==> src/rtl/life_sequencer_if.sv <==
// Handshake bundle between life_sequencer, life_logic and double_buffer.
// master: the sequencer (drives start/swap/buffer select, reads done).
// slave:  the engine/buffer side.
interface life_sequencer_if;
    logic logic_start_out;
    logic logic_done_in;
    logic swap_out;
    logic buf_sel_out;

    modport master (
        output logic_start_out,
        output swap_out,
        output buf_sel_out,
        input  logic_done_in
    );

    modport slave (
        input  logic_start_out,
        input  swap_out,
        input  buf_sel_out,
        output logic_done_in
    );
endinterface

==> src/rtl/life_sequencer.sv <==
// life_sequencer: turns frame ticks plus run/step/speed controls into
// life_logic start pulses, waits for completion, and swaps the double-buffer
// halves on the frame tick that follows completion.
// Optional feature macro: SEQ_WATCHDOG_EN (BUSY-cycle watchdog, error_out).
module life_sequencer #(
    parameter int unsigned ACC_WIDTH        = 8,
    parameter int unsigned LOG_MAX_SPEED    = 8,
    parameter int unsigned DONE_MASK_CYCLES = 4
`ifdef SEQ_WATCHDOG_EN
    ,
    parameter int unsigned WATCHDOG_CYCLES  = 2**20
`endif
) (
    input  logic                     clk_in,
    input  logic                     rst_n_in,
    input  logic                     frame_tick_in,
    input  logic                     run_in,
    input  logic                     step_in,
    input  logic [LOG_MAX_SPEED-1:0] speed_in,
    life_sequencer_if.master         seq_if,
    output logic                     busy_out,
    output logic [15:0]              gen_count_out,
    output logic                     error_out
);

    typedef enum logic [2:0] {IDLE, START, BUSY, WAIT_SWAP, SWAP} state_t;

    localparam int unsigned      MASK_W    = $clog2(DONE_MASK_CYCLES + 1);
    localparam logic [MASK_W-1:0] MASK_LOAD = MASK_W'(DONE_MASK_CYCLES - 1);

    state_t                 state_q, state_d;
    logic [ACC_WIDTH-1:0]   acc_q, acc_d;
    logic [ACC_WIDTH:0]     acc_sum;
    logic                   carry;
    logic                   serve;
    logic                   done_ok;
    logic                   step_pending_q, step_pending_d;
    logic                   gen_pending_q, gen_pending_d;
    logic [MASK_W-1:0]      mask_q, mask_d;
    logic                   start_q, start_d;
    logic                   swap_q, swap_d;
    logic                   buf_sel_q, buf_sel_d;
    logic                   busy_q, busy_d;
    logic [15:0]            gen_count_q, gen_count_d;
    logic                   wd_expired;

`ifdef SEQ_WATCHDOG_EN
    localparam int unsigned     WD_W    = (WATCHDOG_CYCLES > 2) ? $clog2(WATCHDOG_CYCLES) : 1;
    localparam logic [WD_W-1:0] WD_LAST = WD_W'(WATCHDOG_CYCLES - 1);
    logic [WD_W-1:0] wd_q, wd_d;
    logic            error_q, error_d;
`endif

    // Speed accumulator and single-entry trigger flags.
    always_comb begin
        acc_sum = {1'b0, acc_q} + (ACC_WIDTH + 1)'(speed_in);
        acc_d   = acc_q;
        carry   = 1'b0;
        if (frame_tick_in && run_in) begin
            acc_d = acc_sum[ACC_WIDTH-1:0];
            carry = acc_sum[ACC_WIDTH];
        end
        serve = (state_q == IDLE) && (gen_pending_q || step_pending_q);
        // A trigger coinciding with service merges into the generation being
        // launched; user steps are only taken while idle, carries queue anywhere.
        gen_pending_d  = serve ? 1'b0 : (gen_pending_q | carry);
        step_pending_d = serve ? 1'b0 : (step_pending_q | (step_in && (state_q == IDLE)));
    end

    // Next-state logic, done mask and watchdog counting.
    always_comb begin
        state_d    = state_q;
        mask_d     = mask_q;
        wd_expired = 1'b0;
`ifdef SEQ_WATCHDOG_EN
        wd_d       = wd_q;
`endif
        done_ok    = (mask_q == '0) && seq_if.logic_done_in;
        case (state_q)
            IDLE: begin
                if (serve) state_d = START;
            end
            START: begin
                state_d = BUSY;
                mask_d  = MASK_LOAD;
`ifdef SEQ_WATCHDOG_EN
                wd_d    = '0;
`endif
            end
            BUSY: begin
                if (mask_q != '0) mask_d = mask_q - 1'b1;
                if (done_ok) begin
                    state_d = WAIT_SWAP;
                end
`ifdef SEQ_WATCHDOG_EN
                else if (wd_q == WD_LAST) begin
                    state_d    = IDLE;
                    wd_expired = 1'b1;
                end else begin
                    wd_d = wd_q + 1'b1;
                end
`endif
            end
            WAIT_SWAP: begin
                if (frame_tick_in) state_d = SWAP;
            end
            SWAP: begin
                state_d = IDLE;
            end
            default: state_d = IDLE;
        endcase
    end

    // Registered outputs derived from the upcoming state.
    always_comb begin
        start_d     = (state_d == START);
        swap_d      = (state_d == SWAP);
        busy_d      = (state_d != IDLE);
        buf_sel_d   = buf_sel_q ^ swap_d;
        gen_count_d = swap_d ? gen_count_q + 16'd1 : gen_count_q;
`ifdef SEQ_WATCHDOG_EN
        error_d     = error_q | wd_expired;
`endif
    end

    // State register.
    always_ff @(posedge clk_in or negedge rst_n_in) begin
        if (!rst_n_in) state_q <= IDLE;
        else           state_q <= state_d;
    end

    // Datapath and output registers.
    always_ff @(posedge clk_in or negedge rst_n_in) begin
        if (!rst_n_in) begin
            acc_q          <= '0;
            step_pending_q <= 1'b0;
            gen_pending_q  <= 1'b0;
            mask_q         <= '0;
            start_q        <= 1'b0;
            swap_q         <= 1'b0;
            buf_sel_q      <= 1'b0;
            busy_q         <= 1'b0;
            gen_count_q    <= '0;
`ifdef SEQ_WATCHDOG_EN
            wd_q           <= '0;
            error_q        <= 1'b0;
`endif
        end else begin
            acc_q          <= acc_d;
            step_pending_q <= step_pending_d;
            gen_pending_q  <= gen_pending_d;
            mask_q         <= mask_d;
            start_q        <= start_d;
            swap_q         <= swap_d;
            buf_sel_q      <= buf_sel_d;
            busy_q         <= busy_d;
            gen_count_q    <= gen_count_d;
`ifdef SEQ_WATCHDOG_EN
            wd_q           <= wd_d;
            error_q        <= error_d;
`endif
        end
    end

    assign seq_if.logic_start_out = start_q;
    assign seq_if.swap_out        = swap_q;
    assign seq_if.buf_sel_out     = buf_sel_q;
    assign busy_out               = busy_q;
    assign gen_count_out          = gen_count_q;
`ifdef SEQ_WATCHDOG_EN
    assign error_out              = error_q;
`else
    assign error_out              = 1'b0;
`endif

endmodule

==> src/flat_wrapper.sv <==
// flat-port wrapper written by rule: the top's interface ports become plain ports
module life_sequencer_flat 
#(
    parameter int unsigned ACC_WIDTH        = 8,
    parameter int unsigned LOG_MAX_SPEED    = 8,
    parameter int unsigned DONE_MASK_CYCLES = 4

)
  (clk_in, rst_n_in, frame_tick_in, run_in, step_in, speed_in, busy_out, gen_count_out, error_out, seq_if_logic_start_out, seq_if_swap_out, seq_if_buf_sel_out, seq_if_logic_done_in);
  life_sequencer_if seq_if_i ();
  input  logic clk_in;
  input  logic rst_n_in;
  input  logic frame_tick_in;
  input  logic run_in;
  input  logic step_in;
  input  logic [LOG_MAX_SPEED-1:0] speed_in;
  output logic busy_out;
  output logic [15:0] gen_count_out;
  output logic error_out;
  output wire logic [$bits(seq_if_i.logic_start_out)-1:0] seq_if_logic_start_out;
  output wire logic [$bits(seq_if_i.swap_out)-1:0] seq_if_swap_out;
  output wire logic [$bits(seq_if_i.buf_sel_out)-1:0] seq_if_buf_sel_out;
  input wire logic [$bits(seq_if_i.logic_done_in)-1:0] seq_if_logic_done_in;
  assign seq_if_logic_start_out = seq_if_i.logic_start_out;
  assign seq_if_swap_out = seq_if_i.swap_out;
  assign seq_if_buf_sel_out = seq_if_i.buf_sel_out;
  assign seq_if_i.logic_done_in = seq_if_logic_done_in;
  life_sequencer #(.ACC_WIDTH(ACC_WIDTH), .LOG_MAX_SPEED(LOG_MAX_SPEED), .DONE_MASK_CYCLES(DONE_MASK_CYCLES)) u_core (.clk_in(clk_in), .rst_n_in(rst_n_in), .frame_tick_in(frame_tick_in), .run_in(run_in), .step_in(step_in), .speed_in(speed_in), .seq_if(seq_if_i), .busy_out(busy_out), .gen_count_out(gen_count_out), .error_out(error_out));
endmodule
==> config.mk <==
export PLATFORM = sky130hd
export DESIGN_NAME = life_sequencer_flat
export DESIGN_NICKNAME = d
export VERILOG_FILES = /design/src/rtl/life_sequencer_if.sv /design/src/rtl/life_sequencer.sv /design/src/flat_wrapper.sv
export SDC_FILE = /design/constraint.sdc
export NUM_CORES = 1
export LEC_CHECK = 0
export CELL_PAD_IN_SITES_DETAIL_PLACEMENT = 2
export CELL_PAD_IN_SITES_GLOBAL_PLACEMENT = 2
export CORE_ASPECT_RATIO = 1.5
export CORE_UTILIZATION = 30
export DETAILED_ROUTE_END_ITERATION = 12
export GPL_TIMING_DRIVEN = 0
export PLACE_DENSITY = 0.77
export SLEW_MARGIN = 20
export SYNTH_ARGS = -nofsm -noshare
export SYNTH_HDL_FRONTEND = slang
export SYNTH_SLANG_ARGS = --single-unit
==> constraint.sdc <==
create_clock -name clk_in -period 1.7 [get_ports clk_in]
set_input_delay 0.17 -clock clk_in [delete_from_list [all_inputs] [get_ports clk_in]]
set_output_delay 0.17 -clock clk_in [all_outputs]
set_load 0.1 [all_outputs]
==> results of run 1 <==
cells in the mapped netlist (all sizes together), types with 2 or more instances:
master	instances	area, um^2
inv	11	41.3
o211ai	4	30.0
nand4b	2	32.5
a21oi	8	40.0
nand3b	2	15.0
a211oi	2	15.0
nand3	9	45.0
buf	3	26.3
a211o	2	17.5
clkbuf	2	7.51
nor3	4	42.5
dfrtp	36	901
o21ai	8	40.0
nor2	9	33.8
nand2	18	67.6
mux2	3	33.8
o21a	3	22.5
and3	2	12.5
nand4	3	18.8
xor2	3	26.3
o21bai	2	15.0
ha	11	138
xnor2	16	140
o22a	2	17.5
area by class of cell:
| cell class | instances | area (um^2) | share of cell area [%] |
|---|---|---|---|
| multi-input combinational | 127 | 946 | 38.3 |
| clock buffer | 5 | 68.8 | 2.78 |
| clock inverter | 3 | 18.8 | 0.759 |
| sequential | 36 | 915 | 37.0 |
| buffer | 5 | 33.8 | 1.37 |
| tap | 74 | 92.6 | 3.75 |
| inverter | 11 | 41.3 | 1.67 |
| timing repair buffer | 36 | 355 | 14.4 |
flip-flops by register name, indices dropped and copies added (netlist names), 3 cells and up:
signal                flops
u_core.state_q            3
u_core.gen_count_out     16
u_core.mask_q             3
u_core.acc_q              8
critical path, delay by kind of cell, from the launching register on:
kind | cells | cell delay (ns)
flip-flops | 1 | 0.39
AO/OA/AOI/OAI | 4 | 0.59
adder cells (fa/ha/maj) | 2 | 0.58
metrics by stage:
| stage | TNS, ns | instance area (um^2) | total power, mW | setup WS, ns | utilization, % |
|---|---|---|---|---|---|
| 6_report | 0 | 2470 | 3.96 | 0.0236 | 40.3 |
| 5_1_grt | -0.0210 | 2470 | 4.26 | -0.0210 | 40.3 |
| 4_1_cts | 0 | 2470 | 4.00 | 0.00562 | 40.3 |
| 3_5_place_dp | -3.03 | 2350 | 3.35 | -0.370 | 38.3 |
| 3_3_place_gp | -21.76 | 2330 | 3.27 | -0.634 | 38.0 |
| 2_1_floorplan | 0 | 1910 | 2.83 | 0.0174 | - |
worst paths after layout:
path | from | endpoint | slack [ns] | depth (start not counted)
worst max-delay path | u_core.acc_q[0]$_DFFE_PN0P_ | u_core.gen_pending_q$_DFF_PN0_ | 0.02 | 6
worst min-delay path | rst_n_in | u_core.gen_count_out[10]$_DFFE_PN0N_ | 0.32 | 2
worst max register to register | u_core.acc_q[0]$_DFFE_PN0P_ | u_core.gen_pending_q$_DFF_PN0_ | 0.02 | 6
worst min register to register | u_core.gen_count_out[8]$_DFFE_PN0N_ | u_core.gen_count_out[8]$_DFFE_PN0N_ | 0.48 | 1
max in group asynchronous | rst_n_in | u_core.gen_count_out[9]$_DFFE_PN0N_ | 0.92 | 3
min in group clk_in | u_core.gen_count_out[8]$_DFFE_PN0N_ | u_core.gen_count_out[8]$_DFFE_PN0N_ | 0.48 | 1
timing repair:
item,4_1_cts,5_1_grt
hold endpoints to repair,13,0
buffers inserted,0,1
endpoints found under the setup margin,24,7
pin swaps,1,2
hold buffers,1,0
gates resized for setup,54,7
where the power goes:
group	internal [mW]	switching, mW	leakage (nW)	total (mW)
clock	0.286	0.333	0.0479	0.618
sequential	1.11	0.178	0.448	1.29
combinational	0.726	1.33	0.611	2.05
total	2.12	1.84	1.11	3.96
cell families after synthesis:
kind of cell,share of synthesized area (%)
AO/OA/AOI/OAI,12.5
flip-flops,47.5
multiplexers,1.78
AND/OR/NAND/NOR,17.0
XOR/XNOR,8.78
other,0.198
adder cells (fa/ha/maj),8.32
buffers and inverters,3.96
per-layer routing:
layer | GRT usage, % | share of wire (%) | wire length [um] | vias to the layer above
met3 | 3.67 | 3.1 | 139 | 7
met4 | 6.38 | 1.8 | 82 | 0
li1 | - | - | - | 713
met5 | 0 | 0 | 0 | -
met1 | 17.1 | 39 | 1770 | 758
met2 | 28.2 | 56 | 2500 | 21
==> impl_metrics.env, run 1 <==
export IMPL_status="completed"
export IMPL_dieArea_um2=6650
export IMPL_post_route_drc_count=0
export IMPL_grt_max_degree=24
export IMPL_fin_hold_ws_ns=0.324
export IMPL_vias=1499
export IMPL_ir_worst_vdd_v=0.000703
export IMPL_period_share_pct=98.6
export IMPL_leakage_nw=1.11
export IMPL_synth_cell_types=41
export IMPL_viasPerCell=5.05
export IMPL_synth_edff_count=0
export IMPL_grtUsageTotal_pct=15.7
export IMPL_synth_area_um2=1900
export IMPL_synth_warnings=0
export IMPL_cts_made_buffers=5
export IMPL_synth_area_per_cell_um2=10.6
export IMPL_drt_initial_drc_count=45
export IMPL_endpoint_kind="flop"
export IMPL_drt_pass1_iter_count=4
export IMPL_wl_per_cell_um=15.2
export IMPL_antenna_found_initial=0
export IMPL_finalSetupViolations=0
export IMPL_insertion_delay_ns=0.29
export IMPL_critPathMaxFanout=3
export IMPL_fp_row_count=35
export IMPL_syn_to_final_growth_pct=30.4
export IMPL_max_cap_viol_count=0
export IMPL_hold_class="input port to asynchronous set/reset pin"
export IMPL_clk_pin_slew_ns=0.08
export IMPL_grt_pass1_wl_um=7910
export IMPL_fillers=671
export IMPL_rsz0062_at_grt="true"
export IMPL_cp_required_ns=1.87
export IMPL_worstMarginPinSlew_ns=0.954
export IMPL_synthFlopType="dfrtp_1"
export IMPL_slew_violations=0
export IMPL_root_buffer="clkbuf_8"
export IMPL_path_cells="ha_2 -> fa_2 -> a21oi_4 -> o21ai_0 -> o211ai_1 -> a21oi_1"
export IMPL_async_flop_share_pct=100
export IMPL_dpl_hpwl_um=3460
export IMPL_wl_um=4500
export IMPL_clock_skew_ns=0.00465
export IMPL_fmax_mhz=597
export IMPL_crit_arrival_ns=1.84
export IMPL_fin_crit_ns=1.68
export IMPL_synth_fp_nets=205
export IMPL_place_congestion=0.707
export IMPL_post_place_cells=287
export IMPL_final_cell_mix="25 x dfrtp_1, 18 x nand2_1, 16 x xnor2_1"
export IMPL_portBuffers=33
export IMPL_slowest_delay_ns=0.39
export IMPL_die_y_um=99.4
export IMPL_dieWidth_um=66.9
export IMPL_nets=248
export IMPL_io_pins=35
export IMPL_postSynthCellCount=179
export IMPL_drive_above_1_share_pct=24.7
export IMPL_critPathKind="flop to flop"
export IMPL_htree_num_levels=2
export IMPL_final_common_cell="dfrtp_1"
export IMPL_clock_sinks=36
export IMPL_start_util_pct=30.9
export IMPL_grt_ovfl_total=0
export IMPL_worst_slew_margin_rel_pct=36.7
export IMPL_cts_buffer_depth=2
export IMPL_slowest_stage="dfrtp_1"
export IMPL_n_antenna_cell=0
export IMPL_cp_start_kind="flop"
export IMPL_instances_no_fill=297
export IMPL_cts_tree="yes"
export IMPL_synth_seq_area_share_pct=47.5
export IMPL_ant_nets=0
export IMPL_ys_ff_latch=36
export IMPL_grt_pass1_vias=1683
export IMPL_core_area_um2=6130
export IMPL_cellPowerDensity_nw_per_um2=1600
export IMPL_hold_viol=0
Note: power is estimated with default switching activity, not from simulation.
==> inputs of run 2 (changes only) <==
Settings changed: CORE_UTILIZATION 30 to 36, DONT_BUFFER_PORTS set to 1, PLACE_DENSITY 0.77 to 0.76.
==> run 2 against run 1 <==
  * Sequential power up 49%
  * Non-clock buffer count fell by 26
  * Flip-flop and latch count unchanged
  * Largest power group is now registers
==> impl_metrics.env, run 2 (synthesis results as in run 1) <==
export IMPL_grt_ovfl_total=0
export IMPL_critPathKind="flop to flop"
export IMPL_slowest_delay_ns=0.41
export IMPL_cts_buffer_depth=2
export IMPL_final_cell_mix="22 x dfrtp_1, 18 x nand2_1, 15 x xnor2_1"
export IMPL_endpoint_kind="flop"
export IMPL_nets=222
export IMPL_clk_pin_slew_ns=0.07
export IMPL_drt_pass1_iter_count=4
export IMPL_postLayoutCoreUtil_pct=45.6
export IMPL_fp_row_count=32
export IMPL_fmax_mhz=588
export IMPL_grt_max_degree=37
export IMPL_cts_made_buffers=5
export IMPL_slowest_stage="dfrtp_1"
export IMPL_crit_arrival_ns=1.86
export IMPL_post_route_drc_count=0
export IMPL_hold_class="input port to flop"
export IMPL_root_buffer="clkbuf_8"
export IMPL_fin_hold_ws_ns=0.0608
export IMPL_dpl_hpwl_um=3350
export IMPL_leakage_nw=1.01
export IMPL_dpl_instance_area_um2=1990
export IMPL_syn_to_final_growth_pct=22.3
export IMPL_tns_ns=0
export IMPL_critPathMaxFanout=3
export IMPL_crit_buf_inv=0
export IMPL_hold_viol=0
export IMPL_multiInputGateArea_um2=1010
export IMPL_cts_tree="yes"
export IMPL_place_congestion=0.753
export IMPL_cellPowerDensity_nw_per_um2=1770
export IMPL_drive_above_1_share_pct=27.9
export IMPL_dieArea_um2=5570
export IMPL_die_y_um=90.9
export IMPL_viasPerCell=5.30
export IMPL_preCtsSetupSlack_ns=-0.180
export IMPL_rsz0062_at_grt="true"
export IMPL_cp_top_family="adder cells"
export IMPL_max_cap_viol_count=0
export IMPL_path_cells="ha_4 -> fa_2 -> a21oi_4 -> o211ai_1 -> nand4b_1 -> o211ai_1"
export IMPL_finalPower_mw=4.11
export IMPL_start_util_pct=37.3
export IMPL_instances_no_fill=265
export IMPL_dieWidth_um=61.2
export IMPL_slew_violations=0
export IMPL_antenna_found_initial=0
export IMPL_path_common_cell="o211ai_1"
export IMPL_worst_slew_margin_rel_pct=36.6
export IMPL_clock_skew_ns=0.00564
export IMPL_ant_nets=0
export IMPL_cp_start_kind="flop"
export IMPL_finalSetupViolations=0
export IMPL_final_cell_area_um2=2320
export IMPL_largest_reg_flops=16
export IMPL_grt_pass1_vias=1652
export IMPL_ir_worst_vdd_v=0.000758
export IMPL_register_area_um2=941
export IMPL_n_antenna_cell=0
export IMPL_grt_pass1_wl_um=7670
export IMPL_wl_per_cell_um=17.8
export IMPL_portBuffers=0
export IMPL_worstMarginPinSlew_ns=0.952
export IMPL_setup_ws_ns=0.000160
export IMPL_clock_sinks=36
export IMPL_io_pins=35
export IMPL_post_place_cells=247
export IMPL_fin_crit_ns=1.70
export IMPL_fillers=560
export IMPL_drt_initial_drc_count=22
export IMPL_ff2ff_setup_slack_ns=0.0002
export IMPL_wl_um=4710
export IMPL_core_area_um2=5080
export IMPL_final_common_cell="dfrtp_1"
export IMPL_vias=1404
export IMPL_insertion_delay_ns=0.29
export IMPL_cp_required_ns=1.86
export IMPL_period_share_pct=100
export IMPL_status="completed"
export IMPL_htree_num_levels=2
export IMPL_grtUsageTotal_pct=18.5
-- run 2: final timing paths --
kind                                                   from                                   to  depth (start not counted)
worst max-delay path            u_core.acc_q[0]$_DFFE_PN0P_          u_core.acc_q[6]$_DFFE_PN0P_                          6
worst min-delay path                                step_in      u_core.step_pending_q$_DFF_PN0_                          2
worst max register to register  u_core.acc_q[0]$_DFFE_PN0P_          u_core.acc_q[6]$_DFFE_PN0P_                          6
worst min register to register  u_core.acc_q[3]$_DFFE_PN0P_          u_core.acc_q[3]$_DFFE_PN0P_                          2
max in group asynchronous                          rst_n_in  u_core.gen_count_out[7]$_DFFE_PN0N_                          2
min in group asynchronous                          rst_n_in  u_core.gen_count_out[2]$_DFFE_PN0N_                          2
-- run 2: layer usage --
layer / GRT usage, % / routed length (um) / share of wire, %
met1: 19.4 / 1750 / 37
met2: 34.3 / 2790 / 59
met3: 4.30 / 118 / 2.5
met4: 5.68 / 53 / 1.1
met5: 0 / 0 / 0
-- run 2: repair_timing --
action | in CTS | in global routing
pin swaps | 3 | 15
setup endpoints to repair | 13 | 10
hold buffers | 3 | 0
endpoints found under the hold margin | 37 | 0
buffers inserted | 1 | 6
resized for setup | 17 | 17
cloned | 0 | 0
-- run 2: power breakdown --
group          internal, mW  leakage, nW  switching, mW
combinational         0.669        0.512          0.755
clock                 0.434       0.0541          0.329
sequential             1.12        0.441          0.803
total                  2.22         1.01           1.89
-- run 2: layout make-up --
cell class	count	share of cell area (%)
Clock buffer	5	2.97
Buffer	5	1.46
Timing Repair Buffer	10	3.99
Tap cell	68	3.67
Inverter	11	1.89
Sequential cell	36	40.6
Multi-Input combinational cell	127	43.6
Clock inverter	3	1.83
==> inputs of run 3 (changes only) <==
==> constraint.sdc (replaced) <==
create_clock -name clk_in -period 1.7 [get_ports clk_in]
set_input_delay 0.17 -clock clk_in [delete_from_list [all_inputs] [get_ports clk_in]]
set_output_delay 0.17 -clock clk_in [all_outputs]
set_load 0.05 [all_outputs]
==> run 3 against run 2 <==
  * Design area down 6.4%
  * Maximum frequency is 3.4% higher
  * Wire length shrank 3.2%
  * Via count down 1.1%
  * Die area unchanged
  * Combinational power hardly changed
  * Core utilization fell by 2.9 points
  * Setup slack better by 0.056 ns
  * Clock power is 15% lower
  * Critical path depth stayed put
  * Highest routed layer unchanged
==> impl_metrics.env, run 3 (synthesis results as in run 1) <==
export IMPL_wl_um=4560
export IMPL_critPathMaxFanout=3
export IMPL_final_common_cell="dfrtp_1"
export IMPL_dpl_hpwl_um=3350
export IMPL_wl_per_cell_um=17.5
export IMPL_start_util_pct=37.3
export IMPL_antenna_found_initial=0
export IMPL_ant_nets=0
export IMPL_final_cell_mix="27 x dfrtp_1, 18 x nand2_1, 16 x xnor2_1"
export IMPL_hold_viol=0
export IMPL_root_buffer="clkbuf_8"
export IMPL_nets=217
export IMPL_viasPerCell=5.34
export IMPL_fin_hold_ws_ns=0.0291
export IMPL_worstMarginPinSlew_ns=0.598
export IMPL_whs_path_depth=2
export IMPL_cts_buffer_depth=2
export IMPL_slew_violations=0
export IMPL_clk_pin_slew_ns=0.08
export IMPL_worst_slew_margin_rel_pct=60.1
export IMPL_cp_required_ns=1.85
export IMPL_r2r_end="u_core.acc_q[6]$_DFFE_PN0P_"
export IMPL_worstReg2RegStart="u_core.acc_q[0]$_DFFE_PN0P_"
export IMPL_drt_pass1_iter_count=4
export IMPL_core_area_um2=5080
export IMPL_post_route_drc_count=0
export IMPL_place_congestion=0.761
export IMPL_cts_tree="yes"
export IMPL_max_cap_viol_count=0
export IMPL_syn_to_final_growth_pct=14.5
export IMPL_cellPowerDensity_nw_per_um2=1670
export IMPL_cts_made_buffers=5
export IMPL_ff2ff_setup_slack_ns=0.06
export IMPL_hold_end="u_core.step_pending_q$_DFF_PN0_"
export IMPL_finalSetupViolations=0
export IMPL_io_pins=35
export IMPL_dieWidth_um=61.2
export IMPL_setup_ws_ns=0.0565
export IMPL_n_antenna_cell=0
export IMPL_grtUsageTotal_pct=18.3
export IMPL_die_y_um=90.9
export IMPL_ir_worst_vdd_v=0.000641
export IMPL_preCtsSetupSlack_ns=-0.141
export IMPL_fp_row_count=32
export IMPL_drive_above_1_share_pct=18.8
export IMPL_grt_max_degree=37
export IMPL_fmax_mhz=608
export IMPL_clock_skew_ns=0.00477
export IMPL_dieArea_um2=5570
export IMPL_insertion_delay_ns=0.29
export IMPL_leakage_nw=0.978
export IMPL_status="completed"
export IMPL_grt_pass1_vias=1660
export IMPL_largest_reg_flops=16
export IMPL_vias=1388
export IMPL_grt_ovfl_total=0
export IMPL_multiInputGateArea_um2=950
export IMPL_hold_class="input port to flop"
export IMPL_fillers=559
export IMPL_fin_crit_ns=1.64
export IMPL_worstHoldStart="step_in"
export IMPL_clock_sinks=36
export IMPL_crit_arrival_ns=1.80
export IMPL_grt_pass1_wl_um=7620
export IMPL_cp_start_kind="flop"
export IMPL_critPathKind="flop to flop"
export IMPL_htree_num_levels=2
export IMPL_drt_initial_drc_count=29
export IMPL_period_share_pct=96.7
export IMPL_postLayoutCoreUtil_pct=42.7
export IMPL_register_area_um2=912
export IMPL_portBuffers=0
export IMPL_rr_worst_depth=6
export IMPL_endpoint_kind="flop"
## run 3: where the power goes
group          switching [mW]  total, mW  internal, mW
logic                   0.761       1.40         0.643
registers               0.466       1.57          1.11
clock network           0.317      0.647         0.330
## run 3: worst max-delay path by stage
stage	startpoint	to	slack, ns
after floorplan	u_core.acc_q[0]$_DFFE_PN0P_	u_core.gen_pending_q$_DFF_PN0_	0.08
after global placement	u_core.acc_q[0]$_DFFE_PN0P_	u_core.gen_pending_q$_DFF_PN0_	-0.09
after detailed placement	u_core.acc_q[0]$_DFFE_PN0P_	u_core.gen_pending_q$_DFF_PN0_	-0.14
after CTS	u_core.acc_q[0]$_DFFE_PN0P_	u_core.acc_q[6]$_DFFE_PN0P_	-0.002
after global routing	u_core.acc_q[1]$_DFFE_PN0P_	u_core.acc_q[7]$_DFFE_PN0P_	-0.02
final	u_core.acc_q[0]$_DFFE_PN0P_	u_core.acc_q[6]$_DFFE_PN0P_	0.06
## run 3: area by class of cell
type / instances / share of cell area (%)
plain buffers: 5 / 1.56
clock buffers: 7 / 3.98
clock inverters: 1 / 0.346
inverters: 11 / 1.90
multi-input cells: 127 / 43.7
flip-flops and latches: 36 / 42.0
well taps: 68 / 3.92
repair buffers: 5 / 2.54
## run 3: what timing repair did
item / in CTS / in global routing
pin swaps: 4 / 4
hold buffers: 3 / 0
endpoints found under the setup margin: 12 / 5
endpoints found under the hold margin: 37 / 0
gates cloned: 0 / 0
buffers inserted: 1 / 1
resized for setup: 14 / 4
## run 3: critical path, cell delays in order, from the launching register on
cell      delay, ns
dfrtp_1        0.39
ha_2           0.20
fa_2           0.38
a21oi_4        0.16
o211ai_1       0.15
nand4b_1       0.13
o211ai_1       0.10
## run 3: routing by layer
metal / vias up / part of all wire, % / track usage, %
met5: - / 0 / 0
li1: 647 / - / -
met4: 0 / 1.8 / 6.82
met3: 5 / 3.3 / 3.58
met2: 24 / 58 / 33.7
met1: 712 / 37 / 19.3
## run 3: through the flow
step	power (mW)	area [um^2]	TNS (ns)	std cells
after floorplan	2.52	1900	0	179
after global routing	3.92	2170	-0.0164	260
final	3.62	2170	0	260
after detailed placement	2.86	1980	-0.909	247
after CTS	3.60	2150	-0.00247	259
after global placement	2.71	1980	-0.286	247
